$ cat src/rtl/mips_pkg.sv
// Shared definitions for the MIPS core control blocks: hazard FSM encoding,
// register-zero constant and the load-use dependency test.
package mips_pkg;

    typedef enum logic [1:0] {
        RUN  = 2'd0,
        WAIT = 2'd1,
        HALT = 2'd2
    } hz_state_e;

    localparam logic [4:0] REG_ZERO            = 5'd0;
    localparam int         DEFAULT_MEM_TIMEOUT = 64;

    // $zero is never a real producer, so a load into it cannot create a dependency.
    function automatic logic load_use_hazard(
        input logic       ex_mem_read,
        input logic [4:0] ex_rt,
        input logic [4:0] id_rs,
        input logic [4:0] id_rt,
        input logic       id_uses_rt
    );
        logic rs_dep;
        logic rt_dep;
        rs_dep = (ex_rt == id_rs);
        rt_dep = id_uses_rt && (ex_rt == id_rt);
        return ex_mem_read && (ex_rt != REG_ZERO) && (rs_dep || rt_dep);
    endfunction

endpackage

$ cat src/rtl/hazard_ctrl_if.sv
// Pipeline-side signals of the hazard controller: hazard inputs from the
// pipeline registers and the write-enable / bubble / flush controls back to them.
interface hazard_ctrl_if;
    logic       ID_EX_MemRead;
    logic [4:0] ID_EX_Rt;
    logic [4:0] IF_ID_Rs;
    logic [4:0] IF_ID_Rt;
    logic       IF_ID_UsesRt;
    logic       EX_Branch_Taken;
    logic       EX_MEM_MemAccess;
    logic       dmem_ready;

    logic       PC_Write;
    logic       IF_ID_Write;
    logic       ID_EX_Write;
    logic       EX_MEM_Write;
    logic       IF_ID_Flush;
    logic       ID_EX_Bubble;
    logic       MEM_WB_Bubble;

    modport master (
        output ID_EX_MemRead, ID_EX_Rt, IF_ID_Rs, IF_ID_Rt, IF_ID_UsesRt,
               EX_Branch_Taken, EX_MEM_MemAccess, dmem_ready,
        input  PC_Write, IF_ID_Write, ID_EX_Write, EX_MEM_Write,
               IF_ID_Flush, ID_EX_Bubble, MEM_WB_Bubble
    );

    modport slave (
        input  ID_EX_MemRead, ID_EX_Rt, IF_ID_Rs, IF_ID_Rt, IF_ID_UsesRt,
               EX_Branch_Taken, EX_MEM_MemAccess, dmem_ready,
        output PC_Write, IF_ID_Write, ID_EX_Write, EX_MEM_Write,
               IF_ID_Flush, ID_EX_Bubble, MEM_WB_Bubble
    );
endinterface

$ cat src/rtl/sat_counter.sv
// Event counter that sticks at all-ones instead of wrapping.
module sat_counter #(
    parameter int WIDTH = 16
) (
    input  logic             clk,
    input  logic             rst_n,
    input  logic             inc,
    output logic [WIDTH-1:0] count
);

    logic [WIDTH-1:0] count_d;
    logic [WIDTH-1:0] count_q;

    // Next count: advance only when requested and not yet saturated.
    always_comb begin
        count_d = count_q;
        if (inc && (count_q != {WIDTH{1'b1}})) begin
            count_d = count_q + WIDTH'(1);
        end else begin
            count_d = count_q;
        end
    end

    // Count register.
    always_ff @(posedge clk or negedge rst_n) begin
        if (!rst_n) begin
            count_q <= {WIDTH{1'b0}};
        end else begin
            count_q <= count_d;
        end
    end

    assign count = count_q;

endmodule

$ cat src/rtl/hazard_ctrl.sv
// Hazard controller for the 5-stage pipeline: load-use stalls, branch flushes,
// data-memory freezes with a wait watchdog, and performance counters.
module hazard_ctrl
    import mips_pkg::*;
#(
    parameter int MEM_TIMEOUT = DEFAULT_MEM_TIMEOUT,
    parameter int CNT_W       = 16
) (
    input  logic               clk,
    input  logic               rst_n,
    hazard_ctrl_if.slave       hz,
    output logic               mem_timeout_err,
    output logic [CNT_W-1:0]   load_use_cnt,
    output logic [CNT_W-1:0]   flush_cnt,
    output logic [CNT_W-1:0]   freeze_cnt
);

    localparam int              WCW       = $clog2(MEM_TIMEOUT + 1);
    localparam logic [WCW-1:0]  WAIT_LAST = WCW'(MEM_TIMEOUT - 1);

    hz_state_e      state_d, state_q;
    logic [WCW-1:0] wcnt_d, wcnt_q;
    logic           err_d, err_q;

    logic freeze_s;
    logic load_use_s;
    logic lu_evt_s;
    logic br_evt_s;
    logic frz_evt_s;

    assign freeze_s   = hz.EX_MEM_MemAccess && !hz.dmem_ready;
    assign load_use_s = load_use_hazard(hz.ID_EX_MemRead, hz.ID_EX_Rt,
                                        hz.IF_ID_Rs, hz.IF_ID_Rt, hz.IF_ID_UsesRt);

    // Next state, wait counter and the pipeline controls for this cycle.
    always_comb begin
        state_d          = state_q;
        wcnt_d           = wcnt_q;
        err_d            = err_q;
        lu_evt_s         = 1'b0;
        br_evt_s         = 1'b0;
        frz_evt_s        = 1'b0;
        hz.PC_Write      = 1'b1;
        hz.IF_ID_Write   = 1'b1;
        hz.ID_EX_Write   = 1'b1;
        hz.EX_MEM_Write  = 1'b1;
        hz.IF_ID_Flush   = 1'b0;
        hz.ID_EX_Bubble  = 1'b0;
        hz.MEM_WB_Bubble = 1'b0;

        case (state_q)
            RUN, WAIT: begin
                if (freeze_s) begin
                    hz.PC_Write      = 1'b0;
                    hz.IF_ID_Write   = 1'b0;
                    hz.ID_EX_Write   = 1'b0;
                    hz.EX_MEM_Write  = 1'b0;
                    hz.MEM_WB_Bubble = 1'b1;
                    frz_evt_s        = 1'b1;
                    if (state_q == RUN) begin
                        state_d = WAIT;
                        wcnt_d  = WCW'(1);
                    end else if (wcnt_q == WAIT_LAST) begin
                        state_d = HALT;
                        err_d   = 1'b1;
                    end else begin
                        wcnt_d  = wcnt_q + WCW'(1);
                    end
                end else begin
                    state_d = RUN;
                    wcnt_d  = {WCW{1'b0}};
                    // Branch squashes the dependent instruction, so it outranks load-use.
                    if (hz.EX_Branch_Taken) begin
                        hz.IF_ID_Flush  = 1'b1;
                        hz.ID_EX_Bubble = 1'b1;
                        br_evt_s        = 1'b1;
                    end else if (load_use_s) begin
                        hz.PC_Write     = 1'b0;
                        hz.IF_ID_Write  = 1'b0;
                        hz.ID_EX_Bubble = 1'b1;
                        lu_evt_s        = 1'b1;
                    end else begin
                        hz.IF_ID_Flush  = 1'b0;
                    end
                end
            end
            HALT: begin
                hz.PC_Write      = 1'b0;
                hz.IF_ID_Write   = 1'b0;
                hz.ID_EX_Write   = 1'b0;
                hz.EX_MEM_Write  = 1'b0;
                hz.MEM_WB_Bubble = 1'b1;
                frz_evt_s        = 1'b1;
            end
            default: begin
                state_d = RUN;
                wcnt_d  = {WCW{1'b0}};
            end
        endcase
    end

    // FSM, wait counter and sticky watchdog flag.
    always_ff @(posedge clk or negedge rst_n) begin
        if (!rst_n) begin
            state_q <= RUN;
            wcnt_q  <= {WCW{1'b0}};
            err_q   <= 1'b0;
        end else begin
            state_q <= state_d;
            wcnt_q  <= wcnt_d;
            err_q   <= err_d;
        end
    end

    assign mem_timeout_err = err_q;

    sat_counter #(.WIDTH(CNT_W)) u_load_use_cnt (
        .clk   (clk),
        .rst_n (rst_n),
        .inc   (lu_evt_s),
        .count (load_use_cnt)
    );

    sat_counter #(.WIDTH(CNT_W)) u_flush_cnt (
        .clk   (clk),
        .rst_n (rst_n),
        .inc   (br_evt_s),
        .count (flush_cnt)
    );

    sat_counter #(.WIDTH(CNT_W)) u_freeze_cnt (
        .clk   (clk),
        .rst_n (rst_n),
        .inc   (frz_evt_s),
        .count (freeze_cnt)
    );

endmodule

$ cat src/flat_wrapper.sv
// flat-port wrapper written by rule: the top's interface ports become plain ports
module hazard_ctrl_flat import mips_pkg::*;
#(
    parameter int MEM_TIMEOUT = DEFAULT_MEM_TIMEOUT,
    parameter int CNT_W       = 16
)
  (clk, rst_n, mem_timeout_err, load_use_cnt, flush_cnt, freeze_cnt, hz_ID_EX_MemRead, hz_ID_EX_Rt, hz_IF_ID_Rs, hz_IF_ID_Rt, hz_IF_ID_UsesRt, hz_EX_Branch_Taken, hz_EX_MEM_MemAccess, hz_dmem_ready, hz_PC_Write, hz_IF_ID_Write, hz_ID_EX_Write, hz_EX_MEM_Write, hz_IF_ID_Flush, hz_ID_EX_Bubble, hz_MEM_WB_Bubble);
  hazard_ctrl_if hz_i ();
  input  logic clk;
  input  logic rst_n;
  output logic mem_timeout_err;
  output logic [CNT_W-1:0] load_use_cnt;
  output logic [CNT_W-1:0] flush_cnt;
  output logic [CNT_W-1:0] freeze_cnt;
  input wire logic [$bits(hz_i.ID_EX_MemRead)-1:0] hz_ID_EX_MemRead;
  input wire logic [$bits(hz_i.ID_EX_Rt)-1:0] hz_ID_EX_Rt;
  input wire logic [$bits(hz_i.IF_ID_Rs)-1:0] hz_IF_ID_Rs;
  input wire logic [$bits(hz_i.IF_ID_Rt)-1:0] hz_IF_ID_Rt;
  input wire logic [$bits(hz_i.IF_ID_UsesRt)-1:0] hz_IF_ID_UsesRt;
  input wire logic [$bits(hz_i.EX_Branch_Taken)-1:0] hz_EX_Branch_Taken;
  input wire logic [$bits(hz_i.EX_MEM_MemAccess)-1:0] hz_EX_MEM_MemAccess;
  input wire logic [$bits(hz_i.dmem_ready)-1:0] hz_dmem_ready;
  output wire logic [$bits(hz_i.PC_Write)-1:0] hz_PC_Write;
  output wire logic [$bits(hz_i.IF_ID_Write)-1:0] hz_IF_ID_Write;
  output wire logic [$bits(hz_i.ID_EX_Write)-1:0] hz_ID_EX_Write;
  output wire logic [$bits(hz_i.EX_MEM_Write)-1:0] hz_EX_MEM_Write;
  output wire logic [$bits(hz_i.IF_ID_Flush)-1:0] hz_IF_ID_Flush;
  output wire logic [$bits(hz_i.ID_EX_Bubble)-1:0] hz_ID_EX_Bubble;
  output wire logic [$bits(hz_i.MEM_WB_Bubble)-1:0] hz_MEM_WB_Bubble;
  assign hz_i.ID_EX_MemRead = hz_ID_EX_MemRead;
  assign hz_i.ID_EX_Rt = hz_ID_EX_Rt;
  assign hz_i.IF_ID_Rs = hz_IF_ID_Rs;
  assign hz_i.IF_ID_Rt = hz_IF_ID_Rt;
  assign hz_i.IF_ID_UsesRt = hz_IF_ID_UsesRt;
  assign hz_i.EX_Branch_Taken = hz_EX_Branch_Taken;
  assign hz_i.EX_MEM_MemAccess = hz_EX_MEM_MemAccess;
  assign hz_i.dmem_ready = hz_dmem_ready;
  assign hz_PC_Write = hz_i.PC_Write;
  assign hz_IF_ID_Write = hz_i.IF_ID_Write;
  assign hz_ID_EX_Write = hz_i.ID_EX_Write;
  assign hz_EX_MEM_Write = hz_i.EX_MEM_Write;
  assign hz_IF_ID_Flush = hz_i.IF_ID_Flush;
  assign hz_ID_EX_Bubble = hz_i.ID_EX_Bubble;
  assign hz_MEM_WB_Bubble = hz_i.MEM_WB_Bubble;
  hazard_ctrl #(.MEM_TIMEOUT(MEM_TIMEOUT), .CNT_W(CNT_W)) u_core (.clk(clk), .rst_n(rst_n), .hz(hz_i), .mem_timeout_err(mem_timeout_err), .load_use_cnt(load_use_cnt), .flush_cnt(flush_cnt), .freeze_cnt(freeze_cnt));
endmodule
$ cat config.mk
export PLATFORM = sky130hd
export DESIGN_NAME = hazard_ctrl_flat
export DESIGN_NICKNAME = d
export VERILOG_FILES = /design/src/rtl/mips_pkg.sv /design/src/rtl/hazard_ctrl_if.sv /design/src/rtl/sat_counter.sv /design/src/rtl/hazard_ctrl.sv /design/src/flat_wrapper.sv
export SDC_FILE = /design/constraint.sdc
export NUM_CORES = 1
export LEC_CHECK = 0
export CAP_MARGIN = 20
export CORE_ASPECT_RATIO = 1.75
export CORE_MARGIN = 4
export CORE_UTILIZATION = 40
export CTS_BUF_LIST = sky130_fd_sc_hd__clkbuf_8 sky130_fd_sc_hd__clkbuf_16
export DETAILED_ROUTE_END_ITERATION = 6
export PLACE_DENSITY = 0.79
export SLEW_MARGIN = 15
export SYNTH_ARGS = -nofsm -noshare
export SYNTH_HDL_FRONTEND = slang
export SYNTH_HIERARCHICAL = 1
export SYNTH_SLANG_ARGS = --single-unit
$ cat constraint.sdc
create_clock -name clk -period 3 [get_ports clk]
set_clock_uncertainty 0.1 [all_clocks]
set_input_delay 0.3 -clock clk [delete_from_list [all_inputs] [get_ports clk]]
set_output_delay 0.3 -clock clk [all_outputs]
set_load 0.005 [all_outputs]
==> flow_metrics.py <==
metrics = {
    "timing": {
        "finalCritPeriodShare_pct": 93.3,
        "relSlewSlack_pct": 64.1,
        "min_period_ns": 2.80,
        "drv_slew": 0,
        "rsz0062_at_grt": "no",
        "setup_viol": 0,
        "fin_setup_tns_ns": 0,
        "hold_viol_final": 0,
        "max_freq_mhz": 357,
        "worst_pin_slew_ns": 0.534,
    },
    "grt": {
        "antenna_found_initial": 0,
        "grt_pass1_vias": 2794,
        "track_usage_pct": 17.5,
        "grt_max_degree": 59,
        "gr-total-overflow": 0,
        "grt_pass1_wl_mm": 12.9,
    },
    "route": {
        "drtIter0Drc": 119,
        "drc_errors": 0,
        "vias": 2713,
        "viasPerCell": 5.75,
        "drtPass1Iterations": 4,
        "wl_mm": 7.95,
        "routedWlPerCell_um": 16.8,
        "ant_nets": 0,
    },
    "placement": {
        "portBuffers": 77,
        "gp_congestion": 0.845,
        "dp_hpwl_mm": 5.73,
    },
    "synth": {
        "synthesis.area_um2": 3190,
        "synth_top_area_share_pct": 45.5,
        "yosysTopAreaCell": "dfrtp_1",
        "netlist_instances": 289,
        "yosys_most_used_dff": "dfrtp_1",
        "ys.warnings.count": 6,
        "synth_seq_cells": 58,
        "synthesis.nets": 315,
        "synthTopCellsByArea": "dfrtp_1 (45%), xnor2_1 (5.2%), nand4_1 (4.7%)",
        "synth_common_cells": "dfrtp_1 (58), nand4_1 (24), xnor2_1 (19)",
        "synth.most_common_cell": "dfrtp_1",
        "seq_area_frac_synth_pct": 45.5,
        "async_flop_share_pct": 100,
        "ys_types": 54,
        "synth_area_per_cell_um2": 11.0,
        "synth_edf_count": 0,
    },
    "run_status": {
        "status": "complete, no violations",
    },
    "setup_path": {
        "cp_max_fo": 3,
        "reg2reg_depth": 5,
        "crit_top_cell": "clkdlybuf4s50_1",
        "criticalPathCategory": "in -> out",
        "slowest_delay_ns": 0.57,
        "crit_path_top_delay_cell": "or4_1",
        "crit_end": "hz_IF_ID_Write",
        "arrival_ns": 2.40,
        "cp-start-kind": "input pin",
        "end_kind": "output pin",
        "path_cells": "clkdlybuf4s50_1, or4_1, o21ai_0, a211o_1, o21a_1, clkdlybuf4s50_1",
        "crit_start": "hz_ID_EX_Rt[0]",
        "crit_family": "buffers and inverters",
        "r2r_end": "u_core/u_load_use_cnt/count[1]$_DFFE_PN0P_",
        "cp.depth": 6,
        "critical_path_required_ns": 2.60,
        "r2r-start": "u_core/u_load_use_cnt/count[0]$_DFFE_PN0P_",
        "rrSetupSlack_ns": 0.77,
        "critPathBufInv": 2,
    },
    "cts": {
        "tritoncts": "done",
        "htree_levels": 3,
        "cts_resized": 0,
        "clockRootBuffer": "clkbuf_16",
        "cts_buffers": 9,
        "clock_latency_ns": 0.32,
        "clockBufferDepth": 2,
        "cts_num_sinks": 58,
        "clk_pin_slew_ns": 0.05,
        "post_cts_buffers": 0,
        "hold_buffers": 1,
    },
    "final_layout": {
        "layout-drive-gt1-share_pct": 12.2,
        "area_growth_syn_to_layout_pct": 36.8,
        "diodes": 0,
        "nets": 405,
        "post-route-util_pct": 56.9,
    },
    "run": {
        "drv_cap": 0,
    },
    "die": {
        "fp.coreArea_um2": 7670,
        "die_x_um": 75.5,
        "start_util_pct": 41.6,
        "io_pins": 78,
        "dieArea_um2": 9530,
        "die_h_um": 126,
        "num_rows": 42,
    },
    "pwr": {
        "p_leak_nw": 1.82,
        "p_per_area_nw_per_um2": 550,
        "peakVddDrop_mv": 0.537,
        "finalPower_mw": 2.40,
    },
    "min_path": {
        "min_path_type": "reg -> reg",
    },
}
==> where the power goes <==
group	internal (mW)	switching [mW]	leakage, nW
registers	0.874	0.159	0.787
logic	0.283	0.183	0.890
clock network	0.566	0.339	0.146
==> per-layer routing <==
metal | vias to the layer above | track usage [%] | wire length (um)
met5 | - | 0 | 0
met4 | 0 | 7.93 | 136
met3 | 12 | 4.86 | 426
met2 | 76 | 31.2 | 4390
met1 | 1331 | 18.2 | 2990
li1 | 1294 | - | -
==> layout by cell type (no fill, tap or decap), drive strengths merged, types with 2 or more instances in the layout <==
cell	netlist	routed
clkdlybuf4s50	0	76
dfrtp	58	58
nand4	29	29
nand3	20	20
xnor2	19	19
a21oi	17	17
xor2	17	17
nand2	15	15
nor2	15	15
o21a	11	11
clkbuf	0	10
o21ai	9	9
a31oi	8	8
and3	8	8
nor3	8	8
and4	7	7
inv	3	6
nor4	6	6
buf	3	5
ha	4	4
o31ai	4	4
mux2	4	4
clkinv	0	3
a32oi	3	3
and2	2	2
o211ai	2	2
and4b	2	2
==> stage by stage <==
step / setup WS, ns / hold slack [ns] / area, um^2 / instances
after CTS: 0.176 / 0.371 / 4370 / 472
after detailed placement: 0.0667 / 0.237 / 4090 / 455
final: 0.200 / 0.364 / 4370 / 472
after floorplan: 0.526 / -0.0956 / 3190 / 289
after global placement: 0.153 / 0.224 / 4090 / 455
after global routing: 0.115 / 0.391 / 4370 / 472
==> flip-flops by register name (all words and copies together), names as in the netlist <==
register / count
u_core/wcnt_q: 7
u_core/state_q: 2
u_core/u_flush_cnt/count: 16
u_core/u_load_use_cnt/count: 16
u_core/mem_timeout_err: 1
u_core/u_freeze_cnt/count: 16
==> worst min path at each step <==
stage | from | to | slack [ns] | cells past startpoint
floorplan | rst_n | u_core/mem_timeout_err$_DFFE_PN0P_ | -0.1 | 0
global placement | rst_n | u_core/u_freeze_cnt/count[15]$_DFFE_PN0P_ | 0.22 | 2
detailed placement | rst_n | u_core/u_freeze_cnt/count[15]$_DFFE_PN0P_ | 0.24 | 2
CTS | u_core/mem_timeout_err$_DFFE_PN0P_ | u_core/mem_timeout_err$_DFFE_PN0P_ | 0.37 | 1
global route | u_core/mem_timeout_err$_DFFE_PN0P_ | u_core/mem_timeout_err$_DFFE_PN0P_ | 0.39 | 1
finish | u_core/mem_timeout_err$_DFFE_PN0P_ | u_core/mem_timeout_err$_DFFE_PN0P_ | 0.36 | 1
==> cell type report <==
class / count / area (um^2)
Clock buffer: 10 / 239
Clock inverter: 6 / 26.3
Fill cell: 667 / 3310
Inverter: 3 / 11.3
Multi-Input combinational cell: 225 / 1710
Sequential cell: 58 / 1450
Tap cell: 88 / 110
Timing Repair Buffer: 82 / 818
==> logic make-up after synthesis <==
kind of cell / after synthesis / share of synthesized area (%)
muxes: 5 / 1.84
adders and majority gates: 4 / 1.57
and+or+nand+nor: 119 / 26.8
DFF: 58 / 45.5
AOI/OAI and AO/OA: 61 / 13.5
xor gates and xnor gates: 36 / 9.87
buffers and inverters: 6 / 0.979
==> worst register-to-register path: cells and delay by family (launching register included) <==
kind,cells,cell delay [ns]
multiplexers,1,0.29
adder cells (fa/ha/maj),1,0.24
AND/OR/NAND/NOR,3,1.06
flip-flops,1,0.42
Power figures use the tool's default switching activity.
==> edit (same flow settings) <==
Set the package constant `REG_ZERO` to 5'd1 (it was 5'd0).
--- a/src/rtl/mips_pkg.sv
+++ b/src/rtl/mips_pkg.sv
@@ -8,7 +8,7 @@
         HALT = 2'd2
     } hz_state_e;
 
-    localparam logic [4:0] REG_ZERO            = 5'd0;
+    localparam logic [4:0] REG_ZERO            = 5'd1;
     localparam int         DEFAULT_MEM_TIMEOUT = 64;
 
     // $zero is never a real producer, so a load into it cannot create a dependency.
Behaviour: not the same (a bounded check fails within 4 cycles, from zero or initial values and one cycle with rst_n low).
==> edit against the unedited design <==
- total power is 5.4% higher
- sequential cell count stayed put
- first-iteration DRC count grew 31%
- count of clock-buffer cells in the layout rose by 3
- hold slack worse by 0.14 ns
- utilization fell by 0.63 points
- design area increased by 1.9%
- synthesized area up 0.74%
- via count increased by 1.6%
- wire length decreased by 0.49%
- worst setup slack lost 0.021 ns
- critical endpoint is now hz_ID_EX_Bubble
==> edit: results (changes against the unedited design) <==
metric;value;unit;change
outcome;finished clean;;unchanged
Area growth, synth to finish;38.39;%;was 36.76%
via count;2757;;was 2713
DP Worst Slack;0.08493;ns;was 0.06672 ns
drt first-iter violations;156;;was 119
sequential share of the synthesized area;45.12;%;was 45.45%
Plain + repair buffers;85;;was 82
FF-to-FF End;u_core/u_freeze_cnt/count[5]$_DFFE_PN0P_;;was u_core/u_load_use_cnt/count[1]$_DFFE_PN0P_
Mapped Cells;293;;was 289
CP Data Arrival Time;2.42;ns;was 2.40 ns
RD Place Congestion;0.8083;;was 0.8451
met2 Usage GRT;30.05;%;was 31.23%
placed cell count;462;;was 455
clk tree area frac;7.139;%;was 6.074%
Min-Delay Path Class;input pin to async pin;;was flop to flop
clock buffer count;13;;was 10
Met3 Wirelength;315;microns;was 426 microns
Synth Area in Adders;1.556;%;was 1.567%
met3 GRT Util;3.648;%;was 4.864%
post-DP HPWL;6029;microns;was 5729 microns
slowest CP cell;clkdlybuf4s50_1;;was or4_1
Fillers;676;;was 667
Leak Pwr;1.882;nW;was 1.823 nW
Int Pwr;1.877;mW;was 1.723 mW
crit path capture;hz_ID_EX_Bubble;;was hz_IF_ID_Write
Hold WS;0.2220;ns;was 0.3643 ns
pin count of the biggest net entering global routing;31;;was 59
first-pass GRT wire length;13170;microns;was 12890 microns
met2 wire length;4393;microns;was 4394 microns
DRT met1 WL;3024;microns;was 2988 microns
Max stage delay on crit path;0.54;ns;was 0.57 ns
final worst setup slack;0.1789;ns;was 0.2002 ns
worst slew pin tran;0.4537;ns;was 0.5337 ns
Layout Nets;410;;was 405
Compound-Gate Fraction of Synth Area;14.08;%;was 13.52%
peak supply drop;0.0004958;V;was 0.0005369 V
layout cells sized above 1;14.14;%;was 12.24%
XOR/XNOR Fraction of Synth Area;9.529;%;was 9.875%
Syn Nets;319;;was 315
Placement Cell Area;4119;sq um;was 4091 sq um
via/cell ratio;5.756;;was 5.748
==> edit: cell types whose count changed in the layout (fill, tap and decap cells not counted), moves of 3 or more <==
| cell | before | now |
|---|---|---|
| buf_4 | 3 | 7 |
| nor3_1 | 6 | 3 |
| clkbuf_8 | 1 | 4 |
| clkinv_2 | 3 | 0 |
==> edit: what timing repair did <==
action / CTS / global route
endpoints found under the setup margin: 0 / 1
hold buffers: 1 / 0
hold endpoints to repair: 51 / 0
resized for setup: 0 / 1
==> edit: power groups by stage <==
| stage | registers (mW) | clock network [mW] | logic (mW) |
|---|---|---|---|
| 2_1_floorplan | 1.02 | 0 | 0.180 |
| 3_3_place_gp | 1.03 | 0 | 0.452 |
| 3_5_place_dp | 1.03 | 0 | 0.464 |
| 4_1_cts | 1.02 | 1.08 | 0.468 |
| 5_1_grt | 1.04 | 1.11 | 0.512 |
| 6_report | 1.02 | 1.05 | 0.462 |
